$ cat config.mk
export PLATFORM = sky130hd
export DESIGN_NAME = debug_mem_dump
export DESIGN_NICKNAME = d
export VERILOG_FILES = /design/src/rtl/debug_mem_dump_pkg.sv /design/src/rtl/debug_mem_dump_serializer.sv /design/src/rtl/debug_mem_dump.sv
export SDC_FILE = /design/constraint.sdc
export NUM_CORES = 1
export LEC_CHECK = 0
export CAP_MARGIN = 5
export CORE_MARGIN = 1
export CORE_UTILIZATION = 35
export CTS_CLUSTER_SIZE = 40
export DETAILED_ROUTE_END_ITERATION = 7
export DONT_BUFFER_PORTS = 1
export MAX_ROUTING_LAYER = met4
export SKIP_CTS_REPAIR_TIMING = 1
export SLEW_MARGIN = 10
export SYNTH_ARGS = -nofsm -noshare
export SYNTH_HDL_FRONTEND = slang
export SYNTH_SLANG_ARGS = --single-unit
$ cat constraint.sdc
create_clock -name i_clock -period 2.8 [get_ports i_clock]
set_input_delay 0.56 -clock i_clock [delete_from_list [all_inputs] [get_ports i_clock]]
set_output_delay 0.56 -clock i_clock [all_outputs]
set_load 0.03 [all_outputs]
$ cat src/rtl/debug_mem_dump_pkg.sv
// -----------------------------------------------------------------------------
// debug_mem_dump_pkg
// Shared definitions for the data-memory debug dump block: the sweep FSM state
// encoding, the end-of-stream marker, frame lengths and a helper that packs a
// dirty word into its left-aligned transmit frame.
// -----------------------------------------------------------------------------
package debug_mem_dump_pkg;

    typedef enum logic [2:0] {
        ST_IDLE,
        ST_ADDR,
        ST_CAPTURE,
        ST_NEXT,
        ST_SEND,
        ST_WAIT_TX,
        ST_DONE
    } state_t;

    localparam logic [7:0] END_MARKER        = 8'hFF;
    localparam int         FRAME_BYTES_DIRTY = 6;
    localparam int         FRAME_BYTES_END   = 2;
    localparam int         FRAME_WIDTH       = 48;
    localparam int         COUNT_WIDTH       = 3;

    // Frames are left-aligned: the first byte on the wire is bits [47:40].
    function automatic logic [FRAME_WIDTH-1:0] dirty_frame(input logic [15:0] index,
                                                           input logic [31:0] data);
        return {index, data};
    endfunction

    function automatic logic [FRAME_WIDTH-1:0] end_frame();
        return {END_MARKER, END_MARKER, 32'h0};
    endfunction

endpackage

$ cat src/rtl/debug_mem_dump_serializer.sv
// -----------------------------------------------------------------------------
// debug_mem_dump_serializer
// Sends a left-aligned frame of up to six bytes to the UART transmitter, one
// byte per tx_start/tx_done handshake.
//   clk, rst_n  : clock, asynchronous active-low reset
//   load        : capture frame/byte_count and start sending (overrides any
//                 frame in progress; used back-to-back on frame_done)
//   frame       : bytes to send, first byte in the top 8 bits
//   byte_count  : number of bytes of frame to send (1..6)
//   tx_done     : UART pulse, previous byte fully sent
//   tx_start    : one-cycle pulse, tx_data valid
//   tx_data     : current byte, stable from tx_start until tx_done
//   byte_done   : tx_done accepted for the current byte
//   frame_done  : tx_done accepted for the last byte of the frame
// -----------------------------------------------------------------------------
module debug_mem_dump_serializer
    import debug_mem_dump_pkg::*;
#(
    parameter int WIDTH_BYTE = 8
) (
    input  logic                   clk,
    input  logic                   rst_n,
    input  logic                   load,
    input  logic [FRAME_WIDTH-1:0] frame,
    input  logic [COUNT_WIDTH-1:0] byte_count,
    input  logic                   tx_done,
    output logic                   tx_start,
    output logic [WIDTH_BYTE-1:0]  tx_data,
    output logic                   byte_done,
    output logic                   frame_done
);

    typedef enum logic [1:0] {PH_IDLE, PH_SEND, PH_WAIT} phase_t;

    phase_t                 phase, phase_next;
    logic [FRAME_WIDTH-1:0] shreg;
    logic [COUNT_WIDTH-1:0] remaining;
    logic                   last_byte;

    assign last_byte  = (remaining == COUNT_WIDTH'(1));
    assign tx_start   = (phase == PH_SEND);
    assign tx_data    = shreg[FRAME_WIDTH-1 -: WIDTH_BYTE];
    // tx_done counts only while waiting, so a pulse in the SEND cycle is dropped.
    assign byte_done  = (phase == PH_WAIT) && tx_done;
    assign frame_done = byte_done && last_byte;

    always_comb begin
        // NOTE: default first so every path assigns phase_next; no latch.
        phase_next = phase;
        case (phase)
            PH_IDLE: phase_next = PH_IDLE;
            PH_SEND: phase_next = PH_WAIT;
            PH_WAIT: if (byte_done) phase_next = last_byte ? PH_IDLE : PH_SEND;
            default: phase_next = PH_IDLE;
        endcase
        if (load) phase_next = PH_SEND;
    end

    // NOTE: sequential state uses non-blocking assignments only.
    always_ff @(posedge clk or negedge rst_n) begin
        if (!rst_n) begin
            phase     <= PH_IDLE;
            shreg     <= '0;
            remaining <= '0;
        end else begin
            phase <= phase_next;
            if (load) begin
                shreg     <= frame;
                remaining <= byte_count;
            end else if (byte_done && !last_byte) begin
                shreg     <= shreg << WIDTH_BYTE;
                remaining <= remaining - COUNT_WIDTH'(1);
            end
        end
    end

endmodule

$ cat src/rtl/debug_mem_dump.sv
// -----------------------------------------------------------------------------
// debug_mem_dump
// Debug-unit initiator for the MEM-stage data-memory debug port. On i_start it
// reads every word through the debug address path, streams each dirty word as
// a 6-byte frame (index hi/lo, data MSB first) and closes with 0xFF 0xFF.
//   i_clock, i_soft_reset     : clock, asynchronous active-low reset
//   i_start                   : dump request, ignored while busy
//   i_dato_mem, i_bit_sucio   : word and dirty bit from the debug read port
//   i_tx_done                 : UART byte-complete pulse
//   o_address_debug_unit      : byte address of the swept word
//   o_control_address_mem     : memory address comes from this block
//   o_control_write_read_mem  : memory writes forced off
//   o_enable_mem_datos        : memory enable while sweeping
//   o_tx_start, o_tx_data     : byte handshake towards the UART
//   o_busy, o_done            : dump in progress / one-cycle completion pulse
// -----------------------------------------------------------------------------
module debug_mem_dump
    import debug_mem_dump_pkg::*;
#(
    parameter int CANT_BITS_ADDR      = 12,
    parameter int CANT_BITS_REGISTROS = 32,
    parameter int RAM_DEPTH           = 1024,
    parameter int READ_LATENCY        = 1,
    parameter int WIDTH_BYTE          = 8
) (
    input  logic                           i_clock,
    input  logic                           i_soft_reset,
    input  logic                           i_start,
    input  logic [CANT_BITS_REGISTROS-1:0] i_dato_mem,
    input  logic                           i_bit_sucio,
    input  logic                           i_tx_done,
    output logic [CANT_BITS_ADDR-1:0]      o_address_debug_unit,
    output logic                           o_control_address_mem,
    output logic                           o_control_write_read_mem,
    output logic                           o_enable_mem_datos,
    output logic                           o_tx_start,
    output logic [WIDTH_BYTE-1:0]          o_tx_data,
    output logic                           o_busy,
    output logic                           o_done
);

    localparam int          LAT_W      = $clog2(READ_LATENCY + 1);
    localparam logic [15:0] LAST_INDEX = 16'(RAM_DEPTH - 1);

    state_t                         state, state_next;
    logic [15:0]                    word_index;
    logic [LAT_W-1:0]               lat_cnt;
    logic [CANT_BITS_REGISTROS-1:0] data_q;
    logic                           dirty_q;
    logic                           end_q;      // frame in flight is the end marker
    logic                           lat_expired;
    logic                           is_last;
    logic                           advance;
    logic                           load;
    logic                           load_end;
    logic [FRAME_WIDTH-1:0]         frame;
    logic [COUNT_WIDTH-1:0]         byte_count;
    logic                           byte_done;
    logic                           frame_done;
    logic                           port_owned;

    assign lat_expired = (lat_cnt == LAT_W'(READ_LATENCY - 1));
    assign is_last     = (word_index == LAST_INDEX);

    always_comb begin
        state_next = state;
        advance    = 1'b0;
        load       = 1'b0;
        load_end   = 1'b0;
        case (state)
            ST_IDLE:    if (i_start) state_next = ST_ADDR;
            ST_ADDR:    if (lat_expired) state_next = ST_CAPTURE;
            ST_CAPTURE: state_next = ST_NEXT;
            ST_NEXT: begin
                if (dirty_q) begin
                    load       = 1'b1;
                    state_next = ST_SEND;
                end else if (is_last) begin
                    load       = 1'b1;
                    load_end   = 1'b1;
                    state_next = ST_SEND;
                end else begin
                    advance    = 1'b1;
                    state_next = ST_ADDR;
                end
            end
            ST_SEND:    state_next = ST_WAIT_TX;
            ST_WAIT_TX: begin
                // After a dirty frame, continue the sweep straight from here so
                // the frame costs only its handshakes.
                if (frame_done) begin
                    if (end_q) begin
                        state_next = ST_DONE;
                    end else if (is_last) begin
                        load       = 1'b1;
                        load_end   = 1'b1;
                        state_next = ST_SEND;
                    end else begin
                        advance    = 1'b1;
                        state_next = ST_ADDR;
                    end
                end else if (byte_done) begin
                    state_next = ST_SEND;
                end
            end
            ST_DONE:    state_next = ST_IDLE;
            default:    state_next = ST_IDLE;
        endcase
    end

    always_comb begin
        frame      = dirty_frame(word_index, data_q);
        byte_count = COUNT_WIDTH'(FRAME_BYTES_DIRTY);
        if (load_end) begin
            frame      = end_frame();
            byte_count = COUNT_WIDTH'(FRAME_BYTES_END);
        end
    end

    always_ff @(posedge i_clock or negedge i_soft_reset) begin
        if (!i_soft_reset) begin
            state      <= ST_IDLE;
            word_index <= '0;
            lat_cnt    <= '0;
            data_q     <= '0;
            dirty_q    <= 1'b0;
            end_q      <= 1'b0;
        end else begin
            state <= state_next;
            // Held at zero outside ADDR, so every ADDR visit starts a fresh count.
            lat_cnt <= (state == ST_ADDR && !lat_expired) ? LAT_W'(lat_cnt + 1'b1) : '0;
            if (state == ST_CAPTURE) begin
                data_q  <= i_dato_mem;
                dirty_q <= i_bit_sucio;
            end
            if (load) end_q <= load_end;
            if (state == ST_DONE) begin
                word_index <= '0;
                end_q      <= 1'b0;
            end else if (advance) begin
                word_index <= word_index + 16'd1;
            end
        end
    end

    debug_mem_dump_serializer #(
        .WIDTH_BYTE (WIDTH_BYTE)
    ) u_serializer (
        .clk        (i_clock),
        .rst_n      (i_soft_reset),
        .load       (load),
        .frame      (frame),
        .byte_count (byte_count),
        .tx_done    (i_tx_done),
        .tx_start   (o_tx_start),
        .tx_data    (o_tx_data),
        .byte_done  (byte_done),
        .frame_done (frame_done)
    );

    assign port_owned               = (state != ST_IDLE) && (state != ST_DONE);
    assign o_control_address_mem    = port_owned;
    assign o_control_write_read_mem = port_owned;
    assign o_enable_mem_datos       = port_owned;
    assign o_address_debug_unit     = {word_index[CANT_BITS_ADDR-3:0], 2'b00};
    assign o_busy                   = (state != ST_IDLE);
    assign o_done                   = (state == ST_DONE);

endmodule

==> impl_metrics.csv <==
group,metric,value,unit
route,dr.pass1.iters,4,
cells_and_area,post-route-util,38.6,%
cells_and_area,drive_above_1_share,18.2,%
floorplanning,row_count,47,
route,ant_nets,0,
run_status,violations,"negative hold slack",
floorplanning,die_y,132,um
yosys,synthCells,556,
flow_run,drv_cap,0,
global_routing,grt_pass1_wl,25.1,mm
timing,tightest_slew,0.789,ns
yosys,synth_seq_cells,107,
clock_tree,cts.sink_count,107,
power,worst_ir_drop_vdd,568,uV
floorplanning,io-pin-count,63,
yosys,synth_ff_type,"dfrtp_1",
floorplanning,die-area,17400,um2
timing,hold_violations,107,
critical_path,r2r_slack,0.31,ns
critical_path,critPathMaxFanout,15,
run_status,run_status,"complete, but fails checks",
clock_tree,clk_latency,0.36,ns
clock_tree,cts_max_path_buffers,2,
floorplanning,initial_core_util,35.7,%
timing,worst_slack,0.314,ns
timing,setup_tns,0,ns
power,switchingPower,622,uW
yosys,seq_area_frac_synth,45.4,%
power,p_seq_share,53.2,%
power,power.total,2900,uW
clock_tree,cts_tree,"done",
power,p_clk_share,46.7,%
route,drc,0,
global_routing,grt_max_degree,108,
placed_design,gp_congestion,0.834,
critical_path,arrival,2.76,ns
timing,slew_viol_final,0,
critical_path,crit_type,"reg -> reg",
route,wl,15.1,mm
power,internal-power,2280,uW
route,viasPerCell,5.94,
route,drt_iter0_drc,305,
critical_path,required,3.08,ns
hold_path,hold_class,"in -> async",
power,p_sw_share,21.4,%
cells_and_area,final_nets,572,
critical_path,rr_worst_depth,6,
timing,post-route-period-util,88.8,%
clock_tree,cts_buffers,9,
yosys,syn_area_per_cell,10.6,um2
critical_path,cp-start-kind,"register",
yosys,async_flop_share,100,%
placed_design,dp_slack,0.331,ns
cells_and_area,antenna_cells,0,
power,comb_power_share,0.2,%
clock_tree,htree_levels,3,
critical_path,regToRegEndpoint,"word_index[9]$_DFFE_PN0P_",
yosys,synth-edff-count,0,
power,power_density,455,nW/um2
yosys,ys_warn_count,0,
floorplanning,fp.coreArea,16500,um2
yosys,synth_cell_types,61,
global_routing,grtUsageTotal,18.8,%
cells_and_area,syn_to_final_growth,8.17,%
critical_path,crit_path_end_kind,"register",
placed_design,io_buffers,0,
timing,finalClockSkew,0.0113,ns
timing,rsz0062_at_grt,"no",
floorplanning,die_w,132,um
timing,fmaxAchievable,0.402,GHz
timing,relSlewSlack,47.2,%
global_routing,grt-ovfl-total,0,
yosys,syn-cell-area,5900,um2
route,vias,4477,
route,wl_per_cell,20.0,um
timing,fin_crit,2.49,ns
timing,holdWs,-0.108,ns
global_routing,antenna_found_initial,0,
placed_design,dp.final_hpwl,9.91,mm
clock_tree,clock-root-buffer,"clkbuf_16",
timing,setup_viol,0,
clock_tree,cts.reportedPaths.clkPinSlew,0.07,ns
global_routing,grt_pass1_vias,4613,
power,leakage,0.00317,uW
critical_path,r2r_start,"u_serializer.phase[0]$_DFFE_PN0P_",
-- worst max path at each step --
stage	startpoint	to	slack, ns	cells past startpoint
2_1_floorplan	state[0]$_DFFE_PN0P_	o_control_write_read_mem	0.45	7
3_3_place_gp	word_index[0]$_DFFE_PN0P_	u_serializer.shreg[31]$_DFFE_PN0P_	0.41	6
3_5_place_dp	u_serializer.phase[0]$_DFFE_PN0P_	word_index[9]$_DFFE_PN0P_	0.33	6
4_1_cts	u_serializer.phase[0]$_DFFE_PN0P_	word_index[9]$_DFFE_PN0P_	0.31	6
5_1_grt	u_serializer.phase[0]$_DFFE_PN0P_	word_index[9]$_DFFE_PN0P_	0.17	6
6_report	u_serializer.phase[0]$_DFFE_PN0P_	word_index[9]$_DFFE_PN0P_	0.31	6
-- cell type report --
cell class                      count  area [um2]
Fill cell                        1623       10100
Multi-Input combinational cell    367        2790
Sequential cell                   107        2680
Timing Repair Buffer               34         288
Tap cell                          220         275
Clock buffer                       10         239
Clock inverter                      6        77.6
Inverter                           10        37.5
-- cells by family (layout without fill, tap and decap cells) --
family / after synthesis / in the layout / share of synthesized area [%]
adders and majority gates: 6 / 6 / 1.27
AOI/OAI and AO/OA: 165 / 165 / 23.5
and+or+nand+nor: 148 / 148 / 13.6
muxes: 42 / 42 / 7.83
xor gates and xnor gates: 3 / 3 / 0.446
DFF: 107 / 107 / 45.4
buffers and inverters: 84 / 60 / 7.87
other: 1 / 3 / 0.0636
-- flip-flops by register name (all words and copies together) (netlist names) --
| register | cells |
|---|---|
| lat_cnt | 1 |
| u_serializer.shreg | 48 |
| dirty_q | 1 |
| u_serializer.remaining | 3 |
| u_serializer.phase | 2 |
| word_index | 16 |
| data_q | 32 |
| state | 3 |
| end_q | 1 |
-- per-stage QoR --
stage               instances  area, um2
finish                    754       6380
detailed placement        737       6040
floorplan                 558       5910
global placement          737       6040
CTS                       753       6350
global route              754       6380
-- layer usage --
metal	vias to the layer above	share of wire (%)	GRT usage [%]
met5	-	0	-
met2	127	51	31.6
met3	15	5.2	4.11
li1	2064	-	-
met4	0	0.97	5.17
met1	2271	43	22.8
-- synth_stat cells, types with 3 or more instances --
master / number / area (um2)
and3_1: 13 / 81.3
mux2i_1: 9 / 90.1
o22a_1: 11 / 96.3
o21ai_0: 5 / 25.0
a21oi_1: 11 / 55.1
a211o_1: 36 / 315
nand2b_1: 8 / 50.1
a2bb2oi_1: 26 / 228
buf_4: 26 / 195
nand3_1: 16 / 80.1
o31ai_1: 6 / 45.0
mux2_2: 33 / 372
nor4_1: 7 / 43.8
or3_1: 3 / 18.8
ha_1: 6 / 75.1
or4_2: 3 / 26.3
clkbuf_1: 31 / 116
nand4_1: 4 / 25.0
inv_1: 9 / 33.8
nand2_1: 16 / 60.1
a22oi_1: 24 / 180
dfrtp_1: 107 / 2680
nor2_1: 35 / 131
buf_2: 10 / 50.1
a32o_1: 24 / 240
and4_1: 3 / 26.3
o211ai_1: 6 / 45.0
nor3_1: 27 / 135
-- worst max-delay path: stages, from the launching register on --
cell and delay, ns:
dfrtp_1 0.42, inv_1 0.08, ha_1 0.21, nand4b_2 0.25, o32a_1 0.59, or4_2 0.67, a21oi_1 0.18
-- power groups by stage --
stage          logic (uW)  clock network, uW  registers, uW
2_1_floorplan        6.79                  0           1580
3_3_place_gp         4.62                  0           1580
4_1_cts              4.62               1390           1540
5_1_grt              4.87               1460           1540
6_report             4.67               1360           1540
3_5_place_dp         4.62                  0           1580
-- layout by cell type (no fill, tap or decap), types with 2 or more instances in the layout --
cell type,instances
conb_1,3
nand2b_1,8
a211o_1,36
inv_8,2
and3_1,13
dfrtp_1,107
nand2_1,16
and4_1,3
nor2b_1,2
or3_1,3
and2_1,2
or4_2,3
inv_1,9
inv_6,2
a22oi_1,24
a32o_1,24
o22a_1,11
a2bb2oi_1,26
o22ai_1,2
o21ai_0,5
ha_1,6
mux2i_1,9
or4_1,2
nand3_1,16
nor2_1,32
o211ai_1,6
nor4_1,7
mux2_2,33
nor2_2,2
a211oi_1,2
buf_4,32
xnor2_1,2
clkbuf_16,9
nor3_1,27
o31ai_1,6
a21oi_1,11
nand4_1,4
Power figures use the tool's default switching activity.
